$ cat src/rtl/hamming_code_encoder_pkg.sv
// Shared constants and types for the Hamming(7,4) encoder slice.
// Bit positions follow the x[6:0] codeword layout.
package hamming_code_encoder_pkg;

  localparam int P1 = 0;
  localparam int P2 = 1;
  localparam int D0 = 2;
  localparam int P4 = 3;
  localparam int D1 = 4;
  localparam int D2 = 5;
  localparam int D3 = 6;

  localparam logic [2:0] NO_INJECT = 3'd7;

  typedef enum logic [1:0] {
    EMPTY,
    ONE,
    FULL
  } occ_t;

endpackage

$ cat src/rtl/hamming_parity_gen.sv
// Combinational Hamming(7,4) encoder.
// odd=1 inverts all three parity bits.
module hamming_parity_gen
  import hamming_code_encoder_pkg::*;
(
  input  logic [3:0] d,
  input  logic       odd,
  output logic [6:0] x
);

  always_comb begin
    x     = '0;
    x[D0] = d[0];
    x[D1] = d[1];
    x[D2] = d[2];
    x[D3] = d[3];
    x[P1] = d[0] ^ d[1] ^ d[3] ^ odd;
    x[P2] = d[0] ^ d[2] ^ d[3] ^ odd;
    x[P4] = d[1] ^ d[2] ^ d[3] ^ odd;
  end

endmodule

$ cat src/rtl/hamming_code_encoder.sv
// Hamming(7,4) encoder with a 2-entry output FIFO and word counter.
// Define HAMMING_ERR_INJECT_EN to add the inj_pos bit-flip port.
module hamming_code_encoder
  import hamming_code_encoder_pkg::*;
(
  input  logic        clk,
  input  logic        rst_n,
`ifdef HAMMING_ERR_INJECT_EN
  input  logic [2:0]  inj_pos,
`endif
  input  logic        select,
  input  logic [3:0]  data_in,
  input  logic        in_valid,
  output logic        in_ready,
  output logic [6:0]  code_out,
  output logic        out_valid,
  input  logic        out_ready,
  output logic [15:0] word_count
);

  occ_t       occ;
  logic [6:0] enc;
  logic [6:0] flip;
  logic [6:0] cw;
  logic [6:0] tail;
  logic       push;
  logic       pop;

  hamming_parity_gen u_gen (
    .d   (data_in),
    .odd (select),
    .x   (enc)
  );

  always_comb begin
    flip = '0;
`ifdef HAMMING_ERR_INJECT_EN
    if (inj_pos != NO_INJECT)
      flip[inj_pos] = 1'b1;
`endif
  end

  assign cw   = enc ^ flip;
  assign push = in_valid && in_ready;
  assign pop  = out_valid && out_ready;

  // code_out is the head slot; tail only ever holds the second word
  always_ff @(posedge clk) begin
    if (!rst_n) begin
      occ        <= EMPTY;
      out_valid  <= 1'b0;
      in_ready   <= 1'b1;
      code_out   <= '0;
      tail       <= '0;
      word_count <= '0;
    end else begin
      if (push)
        word_count <= word_count + 16'd1;
      unique case (occ)
        EMPTY: begin
          if (push) begin
            code_out  <= cw;
            out_valid <= 1'b1;
            occ       <= ONE;
          end
        end
        ONE: begin
          if (push && pop) begin
            code_out <= cw;
          end else if (push) begin
            tail     <= cw;
            in_ready <= 1'b0;
            occ      <= FULL;
          end else if (pop) begin
            out_valid <= 1'b0;
            occ       <= EMPTY;
          end
        end
        FULL: begin
          if (pop) begin
            code_out <= tail;
            in_ready <= 1'b1;
            occ      <= ONE;
          end
        end
        default: occ <= EMPTY;
      endcase
    end
  end

endmodule
$ cat config.mk
export PLATFORM = sky130hd
export DESIGN_NAME = hamming_code_encoder
export DESIGN_NICKNAME = d
export VERILOG_FILES = /design/src/rtl/hamming_code_encoder_pkg.sv /design/src/rtl/hamming_parity_gen.sv /design/src/rtl/hamming_code_encoder.sv
export SDC_FILE = /design/constraint.sdc
export NUM_CORES = 1
export LEC_CHECK = 0
export ABC_AREA = 1
export BUFFER_PORTS_ARGS = -buffer_cell sky130_fd_sc_hd__buf_2
export CELL_PAD_IN_SITES_DETAIL_PLACEMENT = 1
export CELL_PAD_IN_SITES_GLOBAL_PLACEMENT = 1
export CORE_AREA = 2 2 69 71
export DETAILED_ROUTE_END_ITERATION = 8
export DIE_AREA = 0 0 71 73
export PLACE_DENSITY_LB_ADDON = 0.2
export SYNTH_ARGS = -nofsm -noshare
export SYNTH_HDL_FRONTEND = slang
export SYNTH_HIERARCHICAL = 1
export SYNTH_SLANG_ARGS = --single-unit
$ cat constraint.sdc
create_clock -name clk -period 3 [get_ports clk]
set_clock_uncertainty 0.15 [all_clocks]
set_input_delay 0.6 -clock clk [delete_from_list [all_inputs] [get_ports clk]]
set_output_delay 0.6 -clock clk [all_outputs]
set_load 0.02 [all_outputs]
### Word level (Yosys, flattened, before mapping)

Cells that the tools add are included.

| operators by class | value |
|---|---|
| add/sub/neg operators | 1 |
| equal/unequal tests | 10 |
| muxes and demuxes | 19 |
| bitwise gates (word level) | 10 |
| reduce and logical (&&, ||, !) cells | 12 |

Operators by type and width:

| kind | count |
|---|---|
| $mux 7 | 3 |
| $pmux 7 s3 | 1 |
| $add 16x1->16 const B | 1 |
| $ne 2x2->1 const B | 7 |
| $reduce_and 4->1 | 3 |
| $mux 2 | 5 |
| $xor 1x1->1 | 9 |
| $mux 1 | 7 |
| $pmux 2 s3 | 1 |
| $reduce_and 5->1 | 1 |
| $pmux 1 s2 | 2 |
| $reduce_bool 2->1 | 2 |
| $logic_and 1x1->1 | 3 |
| $ne 3x3->1 const B | 1 |
| $reduce_and 3->1 | 1 |
| $reduce_bool 3->1 | 1 |
| $eq 2x1->1 const B | 1 |
| $eq 2x2->1 const B | 1 |
| $logic_not 2->1 | 1 |
| $not 1->1 | 1 |

| word-level totals | value |
|---|---|
| bits in registers | 34 |
| input port bits | 9 |
| output and inout bits | 25 |
| word-level logic and storage cells | 58 |

### Longest topological paths before layout

Gate-level depths: netlist of the first run.

| depth | value |
|---|---|
| word-level depth | 5 |
| gate-level depth with buffers | 9 |
| gate-level depth less buffers | 9 |

### By module

Netlist of the first run, hierarchy kept.

By module, submodules not included:

| module | times used | cells an instance | area each (um2) | seq. area each (um2) |
|---|---|---|---|---|
| hamming_code_encoder | 1 | 225 | 1589.0 | 680.7 |
| hamming_parity_gen | 1 | 42 | 172.7 | 0.0 |

### Worst setup path before layout of the first run

OpenSTA, ideal clock, no wires.

| timing path | value |
|---|---|
| path kind | register to register |
| start | register word_count[0] |
| end | register word_count[14] |
| library setup time | 117 ps |
| arrival time | 1310 ps |
| required time | 2733 ps |
| path slack | 1423 ps |
| stages on the path, launching flop included | 7 |
| buffers on the path | 0 |
| period minus slack after synthesis | 1577 ps |
| cell sequence | dfxtp_1 -> ha_1 -> nand2_1 -> nor2_1 -> nand4_1 -> o21ai_0 -> nor2_1 |

| on the way | value |
|---|---|
| word-level cells in the longest chain between the ends | 1 |

RTL lines:

| what | RTL line | RTL |
|---|---|---|
| from (decl) | hamming_code_encoder.sv:18 | `output logic [15:0] word_count` |
| from (signal assigned) | hamming_code_encoder.sv:58 | `word_count <= word_count + 16'd1;` |
| $add 16x1->16 | hamming_code_encoder.sv:58 |  |

No other way between the ends.
A chain may end at the register's enable or synchronous reset.

### Worst setup path in the final report of the first run

| timing path | value |
|---|---|
| start | register word_count[8] |
| end | output word_count[8] |

No word-level cell between the ends.

==> metrics, run 1 <==
Comb power frac=18.5%; outcome=finished, final reports clean; PortBufs=33; switching part of the total=31.0%; post-CTS resize count=0; RSZ-0062 raised after global routing=no; latest clock arrival within the worst-skew pair=290 ps; Tmin final=1660 ps; M1 WL=2.17 mm; wire length on met2=1.94 mm; Layout area overhead=14.5%; GRT Overall Usage=18.7%; worst path cell trace=buf_2; synth unique cells=26; via/cell ratio=4.93; 1st-pass router iterations=4; critical path class=reg -> out; Async SR Flop Fraction=0%; I/O pins=34; leading area contributor after synthesis=dfxtp_1; number of buffers and inverters on the critical path=1; slew of the pin with the lowest slew margin=479 ps; final hold violation count=0; final core occ=44.5%; HPWL reported at the end of detailed placement=3.34 mm; number of synthesized flops with an enable pin=0; root buffer cell=clkbuf_8; Post-Synthesis Cells=267; CTS H-Tree Depth=2; leak pwr=1.03 nW; NetSw=0.316 mW; arrival time of the worst setup path=910 ps; hold crit path type=reg -> reg; DRT iter0 DRCs=90; post-cts hold buffer count=0; PwrDens=505 mW/mm^2; clk buf depth=2; top cell type's share of synthesized area=38.6%; Post-synth top cells=80 x nand2_1, 54 x nor2_1, 34 x dfxtp_1; Post-Syn Nets=277; cell with the most instances after synthesis=nand2_1; critical path fanouts, max=5; Yosys warning count=6; Synth Flop Type=dfxtp_1; setup TNS=0 ps; number of setup buffers added after CTS=0; synthesized area=0.00176 sq mm; cts bufs inserted=5; Layout Nets=309; Startpoint Class=register; DIE WIDTH=71 um; CTS Sinks=34; synthesis-stage register bit count=34; GP Congestion=0.777; Clk network pwr share=31.5%; antenna-violating nets left=0; initial antenna violation count=0; CP startpoint=word_count[8]$_SDFFE_PN0P_; Pint=0.704 mW; GR Overflow Total=0; Reg power frac=50.0%; die area=0.00518 sq mm; max cap viols=0; Worst path slowest cell=dfxtp_1; worst hold start=word_count[10]$_SDFFE_PN0P_; TritonCTS clock tree=built; crit path capture type=primary output; fin area=0.00202 sq mm; CTS clk-pin slew, worst paths=70 ps; kind of cell adding the most delay to the critical path=flip-flops; final setup fails=0; Post-DP Area=0.00194 sq mm; first-pass GRT wire length=7.67 mm; die height=73 um; CP peak stage delay=430 ps; Seq/Total Area, Yosys=38.6%; Max Freq=0.601 GHz; max-slew violation count=0; core area=0.00454 sq mm; Critical Path RT=2250 ps; routed wl met3=213 um; WL per Instance=12.4 um; WL final=4.36 mm; largest net degree at the start of global routing=30; Max-slew headroom=68.1%; Vias=1740; vias in the first global route=1689; row count=25; Final Cycle Share=55.5%; share of cells above drive strength 1=17.7%; # diodes=0; initial core utilization=38.8%; Top Layer Used=met4; DRC viols=0; Synth area leaders=dfxtp_1 39%, nand2_1 17%, nor2_1 12%, o21ai_0 6.5%, inv_1 4.0%; worst vdd ir=263 uV; Worst R2R Start=word_count[0]$_SDFFE_PN0P_; mean post-synth cell area=6.60 sq um
[metal layers]
layer	global-route usage, %	up-vias
met5	0	-
met4	4.40	0
met3	5.94	6
met2	28.9	29
met1	25.4	807
li1	-	898
[power groups by stage]
stage / registers (mW) / logic, mW / clock network, mW
finish: 0.509 / 0.189 / 0.321
global route: 0.514 / 0.219 / 0.348
CTS: 0.509 / 0.193 / 0.334
detailed placement: 0.519 / 0.192 / 0
global placement: 0.520 / 0.188 / 0
floorplan: 0.540 / 0.116 / 0
[kinds of logic after synthesis]
kind of cell / synth area share (%)
XOR/XNOR: 0.994
flip-flops: 38.6
AO/OA/AOI/OAI: 10.2
AND/OR/NAND/NOR: 41.1
buffers and inverters: 8.38
adder cells (fa/ha/maj): 0.710
[worst paths after layout]
check / to / slack (ps) / depth (start not counted)
worst min register to register: word_count[10]$_SDFFE_PN0P_ / 350 / 2
worst min-delay path: word_count[10]$_SDFFE_PN0P_ / 350 / 2
worst max-delay path: word_count[8] / 1340 / 1
worst max register to register: word_count[14]$_SDFFE_PN0P_ / 1420 / 6
[stage by stage]
step	cells	setup slack [ps]	hold WS [ps]	total power, mW
final	353	1340	352	1.02
after global routing	353	1240	377	1.08
after CTS	353	1330	358	1.04
after detailed placement	346	1060	347	0.711
after global placement	346	1070	327	0.708
after floorplan	267	1420	328	0.656
[cell type report]
type | instances | area (sq um)
timing repair buffer | 33 | 165
tap | 54 | 67.6
inverter | 25 | 93.8
multi-input combinational | 200 | 933
fill | 624 | 2520
clock buffer | 7 | 76.3
sequential | 34 | 681
[cell usage in the layout, fill, tap and decap left out, drive strengths merged]
cell type  instances
ha                 1
nand2             83
nand3             12
xor2               2
o21ai             23
nor3               3
and3               1
a21o               1
nand4              3
a21oi             10
clkbuf             7
inv               25
a211oi             1
dfxtp             34
buf               33
nor2              58
nand3b             1
nor3b              1
[sequential cells by signal, indices dropped and copies added, names as in the netlist]
name,cells
word_count,16
code_out,7
tail,7
occ,2
in_ready,1
out_valid,1
Note: power is estimated with default switching activity, not from simulation.
==> inputs of run 2 (changes only) <==
CORE_AREA = 2 2 75 77   (was 2 2 69 71)
DIE_AREA = 0 0 77 79   (was 0 0 71 73)
clock period = 1.34 ns   (was 3 ns; I/O delays follow)
==> metrics, run 2 (synthesis results as in run 1) <==
PortBufs=33 (unchanged); Pwr Total=2.48 mW (was 1.02 mW); HPWL reported at the end of detailed placement=3.59 mm (was 3.34 mm); 1st-pass router iterations=4 (unchanged); TritonCTS clock tree=built (unchanged); critical path fanouts, max=4 (was 5); commonest non-fill, non-tap cell in the layout=nand2_1 (unchanged); CTS Sinks=34 (unchanged); WL per Instance=12.3 um (was 12.4 um); share of cells above drive strength 1=35.4% (was 17.7%); setup slack, reg-to-reg=-7 ps (was 1420 ps); largest net degree at the start of global routing=28 (was 30); core area=0.00534 sq mm (was 0.00454 sq mm); PwrDens=982 mW/mm^2 (was 505 mW/mm^2); root buffer cell=clkbuf_8 (unchanged); most used cells in the layout excluding fill and tap cells=75 x nand2_1, 44 x nor2_1, 27 x buf_2 (was 80 x nand2_1, 54 x nor2_1, 34 x dfxtp_1); violated checks=setup timing; initial core utilization=33.0% (was 38.8%); Startpoint Class=register (unchanged); RSZ-0062 raised after global routing=yes (was no); GRT Overall Usage=16.6% (was 18.7%); Layout Nets=335 (was 309); setup TNS=-13.8 ps (was 0 ps); crit path capture type=register (was primary output); Max-slew headroom=81.9% (was 68.1%); DIE WIDTH=77 um (was 71 um); die area=0.00608 sq mm (was 0.00518 sq mm); CTS H-Tree Depth=2 (unchanged); row count=27 (was 25); Non-Filler Instances=397 (was 353); final setup fails=2 (was 0); max reg flops=16 (unchanged); Tmin final=1350 ps; max cap viols=0 (unchanged); Placed Cells=387 (was 346); WL final=4.90 mm (was 4.36 mm); Worst Slack Setup Final=-7.25 ps (was 1340 ps); Largest Register=word_count (unchanged); # diodes=0 (unchanged); slew of the pin with the lowest slew margin=271 ps (was 479 ps); Max Freq=0.742 GHz; max-slew violation count=0 (unchanged); Top Registers=word_count (16), code_out (7), tail (7) (unchanged); worst vdd ir=718 uV (was 263 uV); GP Congestion=0.771 (was 0.777); hold crit path type=in -> reg (was reg -> reg); critical path class=reg -> reg (was reg -> out); cts bufs inserted=5 (unchanged); first-pass GRT wire length=8.17 mm (was 7.67 mm); I/O pins=34 (unchanged); via/cell ratio=4.62 (was 4.93); Layout area overhead=43.4% (was 14.5%); antenna-violating nets left=0 (unchanged); Final Cycle Share=101%; DRC viols=0 (unchanged); vias in the first global route=1788 (was 1689); die height=79 um (was 73 um); outcome=finished with violations (was finished, final reports clean); Filler Cell Count=710 (was 624); Critical Path RT=1360 ps (was 2250 ps); Vias=1834 (was 1740); arrival time of the worst setup path=1370 ps (was 910 ps); leak pwr=1.25 nW (was 1.03 nW); initial antenna violation count=0 (unchanged); final hold violation count=0 (unchanged); clk buf depth=2 (unchanged); GR Overflow Total=0 (unchanged); DRT iter0 DRCs=44 (was 90); CTS clk-pin slew, worst paths=70 ps (about the same); latest clock arrival within the worst-skew pair=280 ps (was 290 ps)
[run 2: cell count changes in the layout (fill, tap and decap cells not counted), moves of 4 or more]
cell and change:
buf_2 -6, buf_4 +22, buf_6 +6, dfxtp_1 -11
dfxtp_2 +7, dfxtp_4 +4, nand2_1 -5, nor2_1 -10
nor2_4 +9
[run 2: report_power, final]
group          internal, mW  switching (mW)
combinational         0.231           0.355
sequential             1.09          0.0517
clock                 0.408           0.350
[run 2: per-stage QoR]
stage / cell area, sq um / setup slack (ps) / hold WS (ps) / util (%)
finish: 2530 / -7.25 / 74.7 / 47.3
global route: 2530 / -88.1 / 67.3 / 47.3
CTS: 2370 / -18.4 / 67.1 / 44.4
detailed placement: 2220 / -59.3 / 327 / 41.6
global placement: 2220 / -42.2 / 319 / 41.6
floorplan: 1810 / -1.25 / 312 / -
[run 2: what timing repair did]
action	in CTS	in global routing
setup buffers	2	0
gates cloned	0	1
resized for setup	12	40
pin swaps	3	9
hold buffers	0	0
hold endpoints to repair	0	0
endpoints found under the setup margin	13	32
[run 2: worst max-delay path, stage by stage, from the launching register on]
cell and delay [ps]:
dfxtp_4 380, ha_4 150, nand2_4 80, nor2_4 90, nand4_1 140, o21ai_0 180, nor2_1 60
[run 2: per-layer routing]
metal | global-route usage (%) | vias up | share of wire [%]
li1 | - | 953 | -
met1 | 20.6 | 855 | 45
met2 | 29.2 | 21 | 51
met3 | 3.52 | 5 | 2.6
met4 | 4.82 | 0 | 0.80
met5 | 0 | - | 0
[run 2: final cells by class]
cell class	instances	area [sq um]	share of cell area, %
multi-input cells	200	1090	43.2
clock buffers	7	86.3	3.42
repair buffers	59	453	17.9
flip-flops and latches	34	704	27.9
well taps	72	90.1	3.57
inverters	25	101	4.01
[run 2: path summary, 6_finish.rpt]
| check | endpoint | start | cells after the start |
|---|---|---|---|
| setup / recovery | word_count[14]$_SDFFE_PN0P_ | word_count[1]$_SDFFE_PN0P_ | 6 |
| setup reg to reg | word_count[14]$_SDFFE_PN0P_ | word_count[1]$_SDFFE_PN0P_ | 6 |
| hold / removal | in_ready$_SDFFE_PN1P_ | rst_n | 2 |
| hold reg to reg | out_valid$_SDFFE_PN0P_ | out_valid$_SDFFE_PN0P_ | 2 |
==> inputs of run 3 (changes only) <==
ABC_AREA = unset   (was 1)
CORE_AREA = 2 2 70 72   (was 2 2 75 77)
DIE_AREA = 0 0 72 74   (was 0 0 77 79)
==> metrics, run 3 <==
outcome=finished with violations (unchanged); violated checks=setup timing (unchanged); Synth area leaders=dfxtp_1 43%, xnor2_1 5.5%, a21oi_1 5.3%, nand2_1 4.5%, mux2i_1 4.4% (was dfxtp_1 39%, nand2_1 17%, nor2_1 12%, o21ai_0 6.5%, inv_1 4.0%); Pwr Total=2.97 mW (was 2.48 mW); fin area=0.00268 sq mm (was 0.00253 sq mm); DRC viols=0 (unchanged); latest clock arrival within the worst-skew pair=280 ps (about the same); synth unique cells=35 (was 26); PortBufs=33 (unchanged); worst hold margin=49.6 ps (was 74.7 ps); top cell type's share of synthesized area=42.6% (was 38.6%); antenna-violating nets left=0 (unchanged); cts bufs inserted=5 (unchanged); CP startpoint=word_count[2]$_SDFFE_PN0P_ (was word_count[1]$_SDFFE_PN0P_); GRT Overall Usage=20.2% (was 16.6%); die area=0.00533 sq mm (was 0.00608 sq mm); crit path capture type=register (unchanged); Post-Synthesis Cells=185 (was 267); Critical Path RT=1410 ps (was 1360 ps); initial antenna violation count=0 (unchanged); leading area contributor after synthesis=dfxtp_1 (unchanged); CTS clk-pin slew, worst paths=70 ps (about the same); CTS Sinks=34 (unchanged); worst path cell trace=nand3_4 -> or4b_4 -> or3_4 -> a21oi_2 (was ha_4 -> nand2_4 -> nor2_4 -> nand4_1 -> o21ai_0 -> nor2_1); DRT iter0 DRCs=88 (was 44); arrival time of the worst setup path=1790 ps (was 1370 ps); Layout Nets=272 (was 335); 1st-pass router iterations=4 (unchanged); Max-slew headroom=82.1% (was 81.9%); root buffer cell=clkbuf_8 (unchanged); max cap viols=0 (unchanged); Reg2Reg Depth=4 (was 6); Non-Filler Instances=317 (was 397); Final Cycle Share=128% (was 101%); via/cell ratio=5.21 (was 4.62); Yosys warning count=6 (unchanged); leak pwr=1.15 nW (was 1.25 nW); post-cts hold buffer count=0 (unchanged); hold crit path type=in -> reg (unchanged); max reg flops=16 (unchanged); max-slew violation count=0 (unchanged); worst hold start=rst_n (unchanged); slew of the pin with the lowest slew margin=268 ps (was 271 ps); # diodes=0 (unchanged); cell with the most instances after synthesis=dfxtp_1 (was nand2_1); Largest Register=word_count (unchanged); share of cells above drive strength 1=57.0% (was 35.4%); final hold violation count=0 (unchanged); critical path fanouts, max=7 (was 4); die height=74 um (was 79 um); CP peak stage delay=590 ps (was 380 ps); DIE WIDTH=72 um (was 77 um); Post-Place Worst Slack=-456 ps (was -59.3 ps); first-pass GRT wire length=8.49 mm (was 8.17 mm); final setup fails=28 (was 2); critical path class=reg -> reg (unchanged); synthesis-stage register bit count=34 (unchanged); vias in the first global route=1757 (was 1788); number of synthesized flops with an enable pin=0 (unchanged); Layout area overhead=67.5% (was 43.4%); Post-DP Area=0.00208 sq mm (was 0.00222 sq mm); Hold Crit Depth=2 (unchanged); RSZ-0062 raised after global routing=yes (unchanged); commonest non-fill, non-tap cell in the layout=buf_4 (was nand2_1); Max Freq=0.582 GHz (was 0.742 GHz); largest net degree at the start of global routing=33 (was 28); I/O pins=34 (unchanged); core area=0.00460 sq mm (was 0.00534 sq mm); Worst R2R Start=word_count[2]$_SDFFE_PN0P_ (was word_count[1]$_SDFFE_PN0P_); Seq/Total Area, Yosys=42.6% (was 38.6%); Filler Cell Count=512 (was 710); WL final=5.31 mm (was 4.90 mm); TritonCTS clock tree=built (unchanged); GR Overflow Total=0 (unchanged); Worst path slowest cell=or4b_4 (was dfxtp_4); CTS H-Tree Depth=2 (unchanged); WL per Instance=16.7 um (was 12.3 um); initial core utilization=34.8% (was 33.0%); Top Registers=word_count (16), code_out (7), tail (7) (unchanged); Worst Slack Setup Final=-379 ps (was -7.25 ps); GP Congestion=0.786 (was 0.771); Async SR Flop Fraction=0% (unchanged); HPWL reported at the end of detailed placement=3.23 mm (was 3.59 mm); mean post-synth cell area=8.64 sq um (was 6.60 sq um); Placed Cells=291 (was 387); Synth Flop Type=dfxtp_1 (unchanged); Post-synth top cells=34 x dfxtp_1, 19 x nand2_1, 18 x nor2_1 (was 80 x nand2_1, 54 x nor2_1, 34 x dfxtp_1); clk buf depth=2 (unchanged); most used cells in the layout excluding fill and tap cells=32 x buf_4, 28 x buf_6, 21 x buf_2 (was 75 x nand2_1, 44 x nor2_1, 27 x buf_2); row count=25 (was 27); Vias=1653 (was 1834); worst vdd ir=523 uV (was 718 uV); Startpoint Class=register (unchanged); Post-Syn Nets=195 (was 277); synthesized area=0.00160 sq mm (was 0.00176 sq mm); PwrDens=1110 mW/mm^2 (was 982 mW/mm^2); Tmin final=1720 ps (was 1350 ps)
[run 3: changes by cell type after synthesis, sizes merged, moves of 5 or more]
| cell | delta |
|---|---|
| nand2 | -64 |
| nor2 | -40 |
| inv | -23 |
| o21ai | -16 |
| xnor2 | +10 |
| a21oi | +7 |
| mux2i | +7 |
| a211oi | +6 |
| clkbuf | +5 |
| or3 | +5 |
| xor2 | +5 |
[run 3: through the flow]
step                utilization (%)  TNS (ps)
floorplan                         -     -2720
global placement               45.2     -3830
detailed placement             45.2     -5100
CTS                            54.7     -3610
global route                   58.3     -5790
finish                         58.3     -4130
[run 3: logic make-up (layout without fill, tap and decap cells)]
| kind of cell | after synthesis | after routing | synth area share, % |
|---|---|---|---|
| simple gates | 73 | 73 | 23.4 |
| compound gates | 37 | 37 | 13.5 |
| flops | 34 | 34 | 42.6 |
| xor+xnor | 17 | 17 | 9.78 |
| buf+inv | 16 | 94 | 5.56 |
| mux | 7 | 7 | 4.38 |
| fa+ha+maj | 1 | 1 | 0.782 |
[run 3: final timing paths]
path	endpoint	slack (ps)
max	word_count[13]$_SDFFE_PN0P_	-380
min	in_ready$_SDFFE_PN1P_	50
max reg2reg	word_count[13]$_SDFFE_PN0P_	-380
min reg2reg	tail[6]$_SDFFE_PN0P_	310
[run 3: power breakdown]
part / switching [mW] / internal, mW / total, mW
Sequential: 0.0702 / 1.09 / 1.16
Combinational: 0.503 / 0.517 / 1.02
Clock: 0.376 / 0.415 / 0.791
Total: 0.949 / 2.02 / 2.97
[run 3: cell type report]
type | instances | area, sq um | share of cell area [%]
multi-input cells | 135 | 1060 | 39.6
flip-flops and latches | 34 | 723 | 27.0
clock buffers | 7 | 86.3 | 3.22
clock inverters | 1 | 5.00 | 0.187
well taps | 54 | 67.6 | 2.52
repair buffers | 84 | 728 | 27.2
inverters | 2 | 7.51 | 0.280
[run 3: worst max-delay path, delay by kind of cell (launching register included)]
family,cells,cell delay (ps)
simple gates,3,1020
flops,1,370
compound gates,1,130
[run 3: repair_timing]
item | CTS | global route
pin swaps | 22 | 3
setup endpoints to repair | 36 | 44
gates cloned | 1 | 0
buffers inserted | 10 | 9
resized for setup | 60 | 35
[run 3: routing by layer]
metal / GRT usage, % / vias to the layer above / share of wire, %
li1: - / 798 / -
met1: 23.7 / 824 / 42
met2: 37.6 / 24 / 55
met3: 3.93 / 7 / 2.1
met4: 5.45 / 0 / 0.90
met5: 0 / - / 0
